===== src/rtl/udp_sequencer.sv =====
// Micro-datapath sequencer: one register-transfer command per IDLE->OPER->WRITE->DONE pass.
// Optional PC-increment step enabled by macro UDP_PCINC_EN.
module udp_sequencer #(
    parameter int DATAWIDTH_MUX_SELECTION     = 6,
    parameter int DATAWIDTH_ALU_SELECTION     = 4,
    parameter int DATAWIDTH_DECODER_SELECTION = 6,
    parameter int DATAWIDTH_DECODER_OUT       = 38,
    parameter logic [DATAWIDTH_MUX_SELECTION-1:0] REGPC_SEL  = 6'd33,
    parameter logic [DATAWIDTH_MUX_SELECTION-1:0] CONST4_SEL = 6'd34,
    parameter logic [DATAWIDTH_ALU_SELECTION-1:0] ALU_ADD_OP = 4'd1
) (
    input  logic                                   SC_UDPSEQ_CLOCK_50,
    input  logic                                   SC_UDPSEQ_Reset_InLow,
    input  logic                                   SC_UDPSEQ_CmdValid_In,
    output logic                                   SC_UDPSEQ_CmdReady_Out,
    input  logic [DATAWIDTH_MUX_SELECTION-1:0]     SC_UDPSEQ_CmdSrcA_In,
    input  logic [DATAWIDTH_MUX_SELECTION-1:0]     SC_UDPSEQ_CmdSrcB_In,
    input  logic [DATAWIDTH_ALU_SELECTION-1:0]     SC_UDPSEQ_CmdAluOp_In,
    input  logic [DATAWIDTH_DECODER_SELECTION-1:0] SC_UDPSEQ_CmdDest_In,
    output logic [DATAWIDTH_MUX_SELECTION-1:0]     SC_UDPSEQ_MuxA_Out,
    output logic [DATAWIDTH_MUX_SELECTION-1:0]     SC_UDPSEQ_MuxB_Out,
    output logic [DATAWIDTH_ALU_SELECTION-1:0]     SC_UDPSEQ_AluSel_Out,
    output logic [DATAWIDTH_DECODER_SELECTION-1:0] SC_UDPSEQ_DecoderSel_Out,
    output logic                                   SC_UDPSEQ_WriteEn_Out,
    output logic                                   SC_UDPSEQ_Done_Out,
    output logic                                   SC_UDPSEQ_Error_Out,
    output logic [15:0]                            SC_UDPSEQ_OpCount_Out
);

    typedef enum logic [2:0] {
        S_IDLE,
        S_OPER,
        S_WRITE,
`ifdef UDP_PCINC_EN
        S_PCINC,
`endif
        S_DONE
    } state_t;

    state_t                                 state_q, state_d;
    logic                                   ready_q, ready_d;
    logic [DATAWIDTH_MUX_SELECTION-1:0]     src_a_q, src_a_d, src_b_q, src_b_d;
    logic [DATAWIDTH_ALU_SELECTION-1:0]     alu_op_q, alu_op_d;
    logic [DATAWIDTH_DECODER_SELECTION-1:0] dest_q, dest_d;
    logic [DATAWIDTH_MUX_SELECTION-1:0]     mux_a_q, mux_a_d, mux_b_q, mux_b_d;
    logic [DATAWIDTH_ALU_SELECTION-1:0]     alu_sel_q, alu_sel_d;
    logic [DATAWIDTH_DECODER_SELECTION-1:0] dec_sel_q, dec_sel_d;
    logic                                   we_q, we_d;
    logic                                   done_q, done_d;
    logic                                   err_q, err_d;
    logic [15:0]                            cnt_q, cnt_d;
    logic                                   cmd_legal;

    assign cmd_legal = (32'(src_a_q) < DATAWIDTH_DECODER_OUT) &&
                       (32'(src_b_q) < DATAWIDTH_DECODER_OUT) &&
                       (32'(dest_q)  < DATAWIDTH_DECODER_OUT);

    // Every output is registered: the _d values below are what the next state shows.
    always_comb begin
        state_d   = state_q;
        ready_d   = 1'b0;
        src_a_d   = src_a_q;
        src_b_d   = src_b_q;
        alu_op_d  = alu_op_q;
        dest_d    = dest_q;
        mux_a_d   = '0;
        mux_b_d   = '0;
        alu_sel_d = '0;
        dec_sel_d = '0;
        we_d      = 1'b0;
        done_d    = 1'b0;
        err_d     = err_q;
        cnt_d     = cnt_q;
        case (state_q)
            S_IDLE: begin
                ready_d = 1'b1;
                if (SC_UDPSEQ_CmdValid_In && ready_q) begin
                    src_a_d   = SC_UDPSEQ_CmdSrcA_In;
                    src_b_d   = SC_UDPSEQ_CmdSrcB_In;
                    alu_op_d  = SC_UDPSEQ_CmdAluOp_In;
                    dest_d    = SC_UDPSEQ_CmdDest_In;
                    mux_a_d   = SC_UDPSEQ_CmdSrcA_In;
                    mux_b_d   = SC_UDPSEQ_CmdSrcB_In;
                    alu_sel_d = SC_UDPSEQ_CmdAluOp_In;
                    ready_d   = 1'b0;
                    state_d   = S_OPER;
                end
            end
            S_OPER: begin
                mux_a_d   = src_a_q;
                mux_b_d   = src_b_q;
                alu_sel_d = alu_op_q;
                dec_sel_d = dest_q;
                // Register 0 is hard-wired, so a write to it is silently dropped.
                we_d      = cmd_legal && (dest_q != '0);
                if (!cmd_legal)
                    err_d = 1'b1;
                state_d   = S_WRITE;
            end
            S_WRITE: begin
`ifdef UDP_PCINC_EN
                mux_a_d   = REGPC_SEL;
                mux_b_d   = CONST4_SEL;
                alu_sel_d = ALU_ADD_OP;
                dec_sel_d = REGPC_SEL;
                we_d      = 1'b1;
                state_d   = S_PCINC;
`else
                done_d    = 1'b1;
                cnt_d     = cnt_q + 16'd1;
                state_d   = S_DONE;
`endif
            end
`ifdef UDP_PCINC_EN
            S_PCINC: begin
                done_d  = 1'b1;
                cnt_d   = cnt_q + 16'd1;
                state_d = S_DONE;
            end
`endif
            S_DONE: begin
                ready_d = 1'b1;
                state_d = S_IDLE;
            end
            default: state_d = S_IDLE;
        endcase
    end

    always_ff @(posedge SC_UDPSEQ_CLOCK_50 or negedge SC_UDPSEQ_Reset_InLow) begin
        if (!SC_UDPSEQ_Reset_InLow) begin
            state_q   <= S_IDLE;
            ready_q   <= 1'b0;
            src_a_q   <= '0;
            src_b_q   <= '0;
            alu_op_q  <= '0;
            dest_q    <= '0;
            mux_a_q   <= '0;
            mux_b_q   <= '0;
            alu_sel_q <= '0;
            dec_sel_q <= '0;
            we_q      <= 1'b0;
            done_q    <= 1'b0;
            err_q     <= 1'b0;
            cnt_q     <= '0;
        end else begin
            state_q   <= state_d;
            ready_q   <= ready_d;
            src_a_q   <= src_a_d;
            src_b_q   <= src_b_d;
            alu_op_q  <= alu_op_d;
            dest_q    <= dest_d;
            mux_a_q   <= mux_a_d;
            mux_b_q   <= mux_b_d;
            alu_sel_q <= alu_sel_d;
            dec_sel_q <= dec_sel_d;
            we_q      <= we_d;
            done_q    <= done_d;
            err_q     <= err_d;
            cnt_q     <= cnt_d;
        end
    end

    assign SC_UDPSEQ_CmdReady_Out   = ready_q;
    assign SC_UDPSEQ_MuxA_Out       = mux_a_q;
    assign SC_UDPSEQ_MuxB_Out       = mux_b_q;
    assign SC_UDPSEQ_AluSel_Out     = alu_sel_q;
    assign SC_UDPSEQ_DecoderSel_Out = dec_sel_q;
    assign SC_UDPSEQ_WriteEn_Out    = we_q;
    assign SC_UDPSEQ_Done_Out       = done_q;
    assign SC_UDPSEQ_Error_Out      = err_q;
    assign SC_UDPSEQ_OpCount_Out    = cnt_q;

endmodule

===== config.mk =====
export PLATFORM = sky130hd
export DESIGN_NAME = udp_sequencer
export DESIGN_NICKNAME = d
export VERILOG_FILES = /design/src/rtl/udp_sequencer.sv
export SDC_FILE = /design/constraint.sdc
export NUM_CORES = 1
export LEC_CHECK = 0
export BUFFER_PORTS_ARGS = -buffer_cell sky130_fd_sc_hd__buf_2
export CAP_MARGIN = 5
export CORE_UTILIZATION = 52
export CTS_CLUSTER_DIAMETER = 100
export DETAILED_ROUTE_END_ITERATION = 16
export HOLD_SLACK_MARGIN = 0.06
export PLACE_DENSITY = 0.9
export SYNTH_ARGS = -nofsm -noshare
export SYNTH_HDL_FRONTEND = slang
export SYNTH_SLANG_ARGS = --single-unit

===== constraint.sdc =====
create_clock -name SC_UDPSEQ_CLOCK_50 -period 2.3 [get_ports SC_UDPSEQ_CLOCK_50]
set_clock_uncertainty 0.1 [all_clocks]
set_input_delay 0.23 -clock SC_UDPSEQ_CLOCK_50 [delete_from_list [all_inputs] [get_ports SC_UDPSEQ_CLOCK_50]]
set_output_delay 0.23 -clock SC_UDPSEQ_CLOCK_50 [all_outputs]
set_load 0.01 [all_outputs]

==> impl_metrics.csv, run 1 <==
group,metric,value,unit
finish,final_layout_size_suffix_gt1_frac,0.3816,
routing,firstDrtPassIters,5,
floorplan,die_w,73,um
yosys,ys_warn_count,0,
routing,drc,0,
clocking,cts_buffers,9,
hold_path,hold_end,"SC_UDPSEQ_CmdReady_Out$_DFF_PN0_",
sta,hold_viol,0,
worst_setup_path,cp_top_family,"flip-flops",
clocking,cts_max_path_buffers,2,
sta,rsz0062_at_grt,"no",
sta,tightest_slew,0.8006,ns
routing,wl_met2,2.570,mm
finish,area.growth.synth_to_final,32.32,%
global_routing,grt.total_usage,0.2160,
clocking,clk-insertion-delay-late,0.33,ns
worst_setup_path,cp_max_fo,32,
routing,drt_iter0_markers,112,
worst_setup_path,cp_slowest_stage_delay,0.42,ns
clocking,root_buffer,"clkbuf_8",
yosys,syn_nets,215,
global_routing,grt_start_max_net_pins,67,
yosys,synth_seq_cells,66,
routing,highest_layer,"met4",
routing,vias,1787,
sta,setup_viol,0,
yosys,yosys_most_used_dff,"dfrtp_1",
worst_setup_path,setup.worst_path.start_class,"register",
worst_setup_path,cpMaxStageDelayCell,"dfrtp_1",
hold_path,min-delay-start,"SC_UDPSEQ_CmdValid_In",
job,maxCapViolations,0,
yosys,synth_area,2621,um2
clocking,post_cts_resized,0,
status,status,"finished clean",
power_and_ir_drop,p_total,3.963,mW
worst_setup_path,reg2reg_slack,0.32,ns
global_routing,grt_overflow,0,
clocking,cts_tree,"yes",
global_routing,grt_pass1_wl,8.314,mm
worst_setup_path,crit_type,"reg -> reg",
place,io_buffers,66,
hold_path,holdPathStages,4,
clocking,postCtsSetupBuffers,0,
floorplan,io_pins,67,
floorplan,start_util,0.5477,
place,dp.cells,313,
power_and_ir_drop,powerDensity,1143,nW/um2
floorplan,die-area,5329,um2
routing,wl_met3,219,um
routing,vias_per_cell,5.106,
yosys,syn_area_per_cell,14.25,um2
power_and_ir_drop,p_leak,1.793,nW
clocking,clk_pin_slew_worst_paths,0.07,ns
worst_setup_path,cp-end-kind,"register",
routing,drt-total-wl,5.065,mm
hold_path,hold_path_class,"in -> reg",
place,gp_congestion,0.7768,
yosys,synthDistinctLibCells,28,
global_routing,antenna_found_initial,0,
yosys,seq_area_frac_synth,0.6301,
floorplan,dieHeight,73,um
routing,wl_per_cell,14.47,um
floorplan,core,4786,um2
finish,antennaDiodeCount,0,
clocking,cts_sinks,66,
worst_setup_path,timing.rr.start,"state_q[0]$_DFFE_PN0N_",
worst_setup_path,worst_ep_required_time,2.42,ns
yosys,syn_inst,184,
clocking,ctsHtreeMaxLevel,3,
worst_setup_path,critical_path.cell_chain,"inv_1, ha_1, and3_1, buf_12, mux2_2",
yosys,synth_edf_count,0,
worst_setup_path,worstReg2RegEnd,"dest_q[0]$_DFFE_PN0P_",
clocking,hold_buffers,23,
finish,layout.cells.non_filler,350,
sta,min_period,1.982,ns
global_routing,grt_pass1_vias,1789,
sta,slew_violations,0,
power_and_ir_drop,peakVddDrop,663.9,uV
routing,wl_met1,2.185,mm
routing,final_antenna_net_count,0,
sta,timing.final.crit_share,0.8619,
sta,timing.hold.ws,0.2213,ns
sta,tns,0,ns
worst_setup_path,ff2ff_path_depth,5,
worst_setup_path,cp_num_buf_inv,2,
finish,nets,311,
place,hpwl,3.179,mm
yosys,async_flop_share,1.000,
worst_setup_path,critical_path_arrival,2.10,ns
sta,fmax,0.5044,GHz
sta,timing.slew.headroom,0.4663,
floorplan,row_count,25,
layout make-up:
cell class | instances | area (um2)
clock inverters | 3 | 65.06
multi-input cells | 106 | 912.1
clock buffers | 11 | 141.4
inverters | 5 | 18.77
flip-flops and latches | 66 | 1652
fillers | 341 | 1318
repair buffers | 92 | 595.6
well taps | 67 | 83.83
cell families after synthesis:
logic type               synth area share
AND/OR/NAND/NOR                   0.08306
AO/OA/AOI/OAI                     0.07924
flip-flops                         0.6301
multiplexers                       0.1069
adder cells (fa/ha/maj)           0.02864
buffers and inverters             0.02196
XOR/XNOR                          0.05012
sequential cells by signal, indices dropped and copies added, names as in the netlist, 2 cells and up:
register and flops:
dest_q 6, SC_UDPSEQ_MuxA_Out 6, src_a_q 6, state_q 2
SC_UDPSEQ_AluSel_Out 4, SC_UDPSEQ_DecoderSel_Out 6, SC_UDPSEQ_MuxB_Out 6, SC_UDPSEQ_OpCount_Out 16
alu_op_q 4, src_b_q 6
Yosys cell counts, types with 2 or more instances:
library cell,count,area share
a211o_1,3,0.010
a22o_1,17,0.057
and2_1,6,0.014
buf_2,4,0.0076
clkbuf_1,2,0.0029
dfrtp_1,66,0.63
ha_1,6,0.029
inv_1,5,0.0072
mux2_2,24,0.10
nand2_1,7,0.010
nand3_1,2,0.0038
nand4_1,4,0.0095
nor2_1,4,0.0057
nor3_1,2,0.0038
nor4_1,6,0.014
xnor2_1,5,0.017
xor2_1,10,0.033
stage by stage:
| stage | setup WS [ns] | area, um2 | utilization |
|---|---|---|---|
| after global routing | 0.1858 | 3468 | 0.7247 |
| after detailed placement | 0.3738 | 3032 | 0.6335 |
| after CTS | 0.3605 | 3468 | 0.7247 |
| final | 0.3176 | 3468 | 0.7247 |
| after floorplan | 0.5469 | 2621 | - |
| after global placement | 0.4333 | 3032 | 0.6335 |
cells in the final DEF, fill, tap and decap left out, types with 2 or more instances in the layout:
cell	n
a211o_1	3
dlygate4sd3_1	23
nand4_1	4
bufinv_16	2
a22o_1	17
dfrtp_1	66
ha_1	6
nor3_1	2
inv_1	5
nand3_1	2
xnor2_1	5
xor2_1	10
clkbuf_8	10
nor2_1	4
buf_2	66
and2_1	6
nor4_1	6
buf_4	2
nand2_1	7
mux2_2	24
worst reg2reg max path, cell delays in order (launching register included):
cell	delay [ns]
dfrtp_1	0.42
inv_1	0.12
ha_1	0.25
and3_1	0.37
buf_12	0.24
mux2_2	0.38
power breakdown:
group | internal (mW) | switching [mW]
clock | 0.627 | 0.398
combinational | 0.588 | 0.516
sequential | 1.55 | 0.289
routing by layer:
metal | global-route usage | vias to the layer above
met1 | 0.2660 | 869
met2 | 0.3488 | 58
li1 | - | 852
met5 | 0 | -
met4 | 0.1307 | 0
met3 | 0.04696 | 8
how the worst max path moves through the flow:
stage	from	to	slack, ns	cells after the start
floorplan	state_q[0]$_DFFE_PN0N_	src_a_q[1]$_DFFE_PN0P_	0.55	6
global placement	state_q[0]$_DFFE_PN0N_	dest_q[2]$_DFFE_PN0P_	0.43	5
detailed placement	state_q[0]$_DFFE_PN0N_	dest_q[0]$_DFFE_PN0P_	0.37	5
CTS	state_q[0]$_DFFE_PN0N_	dest_q[3]$_DFFE_PN0P_	0.36	5
global route	state_q[0]$_DFFE_PN0N_	SC_UDPSEQ_OpCount_Out[12]$_DFFE_PN0P_	0.19	5
finish	state_q[0]$_DFFE_PN0N_	dest_q[0]$_DFFE_PN0P_	0.32	5
No activity file was read; power rests on OpenSTA's default activity.
==> inputs of run 2 (changes only) <==
==> constraint.sdc (replaced) <==
create_clock -name SC_UDPSEQ_CLOCK_50 -period 2 [get_ports SC_UDPSEQ_CLOCK_50]
set_clock_uncertainty 0.1 [all_clocks]
set_input_delay 0.2 -clock SC_UDPSEQ_CLOCK_50 [delete_from_list [all_inputs] [get_ports SC_UDPSEQ_CLOCK_50]]
set_output_delay 0.2 -clock SC_UDPSEQ_CLOCK_50 [all_outputs]
set_load 0.01 [all_outputs]
==> run 2 against run 1 <==
Critical path depth is the same. Sequential cell count stayed put. Setup slack lost 0.16 ns. Sequential share of layout area shrank 0.051 points. Clock power is essentially flat. Power grew 12%. Clock-buffer cell count up 1. Via count shrank 0.11%. Core utilization is 0.078 points higher. Combinational power increased by 17%. Fmax up 7.7%. First-iteration DRC count rose by 35%. Critical endpoint is now SC_UDPSEQ_OpCount_Out[12]$_DFFE_PN0P_. Largest power group unchanged.
==> impl_metrics.csv, run 2 (synthesis gave the netlist of run 1 again) <==
group,metric,value,unit
status,status,"finished clean",
sta,slew_violations,0,
routing,firstDrtPassIters,5,
clocking,root_buffer,"clkbuf_8",
power_and_ir_drop,internal_power,3.017,mW
power_and_ir_drop,swShare,0.3186,
power_and_ir_drop,powerDensity,1275,nW/um2
clocking,cts_max_path_buffers,2,
global_routing,grt_pass1_vias,1788,
routing,drt-total-wl,5.171,mm
worst_setup_path,ff2ff_path_depth,5,
sta,min_period,1.840,ns
hold_path,hold_end,"SC_UDPSEQ_CmdReady_Out$_DFF_PN0_",
floorplan,io_pins,67,
clocking,cts_tree,"yes",
clocking,post_cts_resized,0,
global_routing,antenna_found_initial,0,
clocking,hold_buffers,23,
global_routing,grt_overflow,0,
floorplan,start_util,0.5477,
worst_setup_path,critical_path_arrival,1.99,ns
routing,drt_iter0_markers,151,
global_routing,grt_start_max_net_pins,67,
sta,hold_viol,0,
routing,vias,1785,
power_and_ir_drop,switching_power,1.411,mW
floorplan,dieHeight,73,um
worst_setup_path,timing.rr.start,"state_q[0]$_DFFE_PN0N_",
sta,tightest_slew,0.4686,ns
finish,nets,312,
finish,antennaDiodeCount,0,
clocking,clk_pin_slew_worst_paths,0.07,ns
clocking,postCtsSetupBuffers,0,
hold_path,hold_path_class,"in -> reg",
routing,vias_per_cell,5.057,
clocking,cts_buffers,9,
floorplan,row_count,25,
finish,largest_reg_flops,16,
worst_setup_path,setup.worst_path.start_class,"register",
sta,tns,0,ns
power_and_ir_drop,p_total,4.427,mW
floorplan,die_w,73,um
hold_path,min-delay-start,"SC_UDPSEQ_CmdValid_In",
finish,area.growth.synth_to_final,32.46,%
worst_setup_path,worstReg2RegEnd,"SC_UDPSEQ_OpCount_Out[12]$_DFFE_PN0P_",
sta,timing.slew.headroom,0.6876,
global_routing,grt_pass1_wl,8.383,mm
sta,fmax,0.5433,GHz
job,maxCapViolations,0,
floorplan,die-area,5329,um2
worst_setup_path,critical_path.cell_chain,"inv_1, ha_1, nand4_1, nor4_1, xor2_1",
worst_setup_path,worst_ep_required_time,2.15,ns
finish,n_fill_cell,332,
power_and_ir_drop,peakVddDrop,699.0,uV
floorplan,core,4786,um2
power_and_ir_drop,pwr-share-seq,0.476,
power_and_ir_drop,power_frac_comb,0.292,
clocking,clk-insertion-delay-late,0.32,ns
routing,drc,0,
place,gp_congestion,0.7910,
finish,layout_common_cells,"dfrtp_1, buf_2, mux2_2",
worst_setup_path,cpMaxStageDelayCell,"dfrtp_1",
finish,final_layout_size_suffix_gt1_frac,0.3916,
global_routing,grt.total_usage,0.2168,
place,io_buffers,66,
hold_path,holdPathStages,4,
routing,final_antenna_net_count,0,
power_and_ir_drop,pwr-share-clk,0.232,
worst_setup_path,crit_type,"reg -> reg",
worst_setup_path,cp_slowest_stage_delay,0.42,ns
worst_setup_path,reg2reg_slack,0.16,ns
sta,setup_viol,0,
clocking,ctsHtreeMaxLevel,3,
worst_setup_path,cp-end-kind,"register",
routing,wl_per_cell,14.65,um
sta,rsz0062_at_grt,"no",
power_and_ir_drop,p_leak,1.792,nW
clocking,cts_sinks,66,
worst_setup_path,cp_max_fo,6,
place,hpwl,3.281,mm
sta,timing.final.crit_share,0.9202,
## run 2: cell count changes in the layout (fill, tap and decap cells not counted)
cell	change
bufinv_16	-2
buf_12	+1
clkinv_2	+1
clkbuf_8	+2
clkbuf_1	-1
clkinvlp_4	+2
## run 2: cell type report
cell class,instances,area (um2),share of cell area
clock buffers,12,165.2,0.04757
clock inverters,4,25.02,0.007207
inverters,5,18.77,0.005405
multi-input cells,106,912.1,0.2627
flip-flops and latches,66,1652,0.4757
well taps,67,83.83,0.02414
repair buffers,93,615.6,0.1773
## run 2: layer usage
metal / vias to the layer above / global-route usage / part of all wire
met5: - / 0 / 0
met4: 0 / 0.1002 / 0.017
met3: 8 / 0.06077 / 0.033
met2: 43 / 0.3488 / 0.51
met1: 874 / 0.2719 / 0.44
li1: 860 / - / -
## run 2: worst max path at each step
stage | cells past startpoint | slack, ns | to | startpoint
final | 5 | 0.16 | SC_UDPSEQ_OpCount_Out[12]$_DFFE_PN0P_ | state_q[0]$_DFFE_PN0N_
after floorplan | 6 | 0.25 | src_a_q[1]$_DFFE_PN0P_ | state_q[0]$_DFFE_PN0N_
after CTS | 5 | 0.19 | src_b_q[3]$_DFFE_PN0P_ | state_q[0]$_DFFE_PN0N_
after detailed placement | 5 | 0.20 | src_a_q[2]$_DFFE_PN0P_ | state_q[0]$_DFFE_PN0N_
after global routing | 5 | 0.02 | SC_UDPSEQ_OpCount_Out[12]$_DFFE_PN0P_ | state_q[0]$_DFFE_PN0N_
after global placement | 5 | 0.29 | src_b_q[5]$_DFFE_PN0P_ | state_q[0]$_DFFE_PN0N_
## run 2: power groups by stage
stage	Clock, mW	Sequential (mW)	Combinational [mW]
after global routing	1.12	2.16	1.42
after detailed placement	0	2.13	1.26
final	1.03	2.11	1.29
after global placement	0	2.10	1.20
after CTS	1.05	2.10	1.30
after floorplan	0	2.16	0.740
## run 2: critical path: cells and delay by family, from the launching register on
family                   cells  cell delay (ns)
AND/OR/NAND/NOR              2             0.72
flip-flops                   1             0.42
adder cells (fa/ha/maj)      1             0.24
XOR/XNOR                     1             0.17
buffers and inverters        1             0.11
## run 2: stage by stage
step	instances	hold WS [ns]	util	worst slack (ns)	area, um2
floorplan	184	-0.1956	-	0.2469	2621
global placement	314	0.1394	0.6376	0.2908	3052
detailed placement	314	0.1455	0.6376	0.2020	3052
CTS	353	0.1890	0.7255	0.1871	3472
global route	353	0.2288	0.7255	0.02053	3472
finish	353	0.2161	0.7255	0.1595	3472
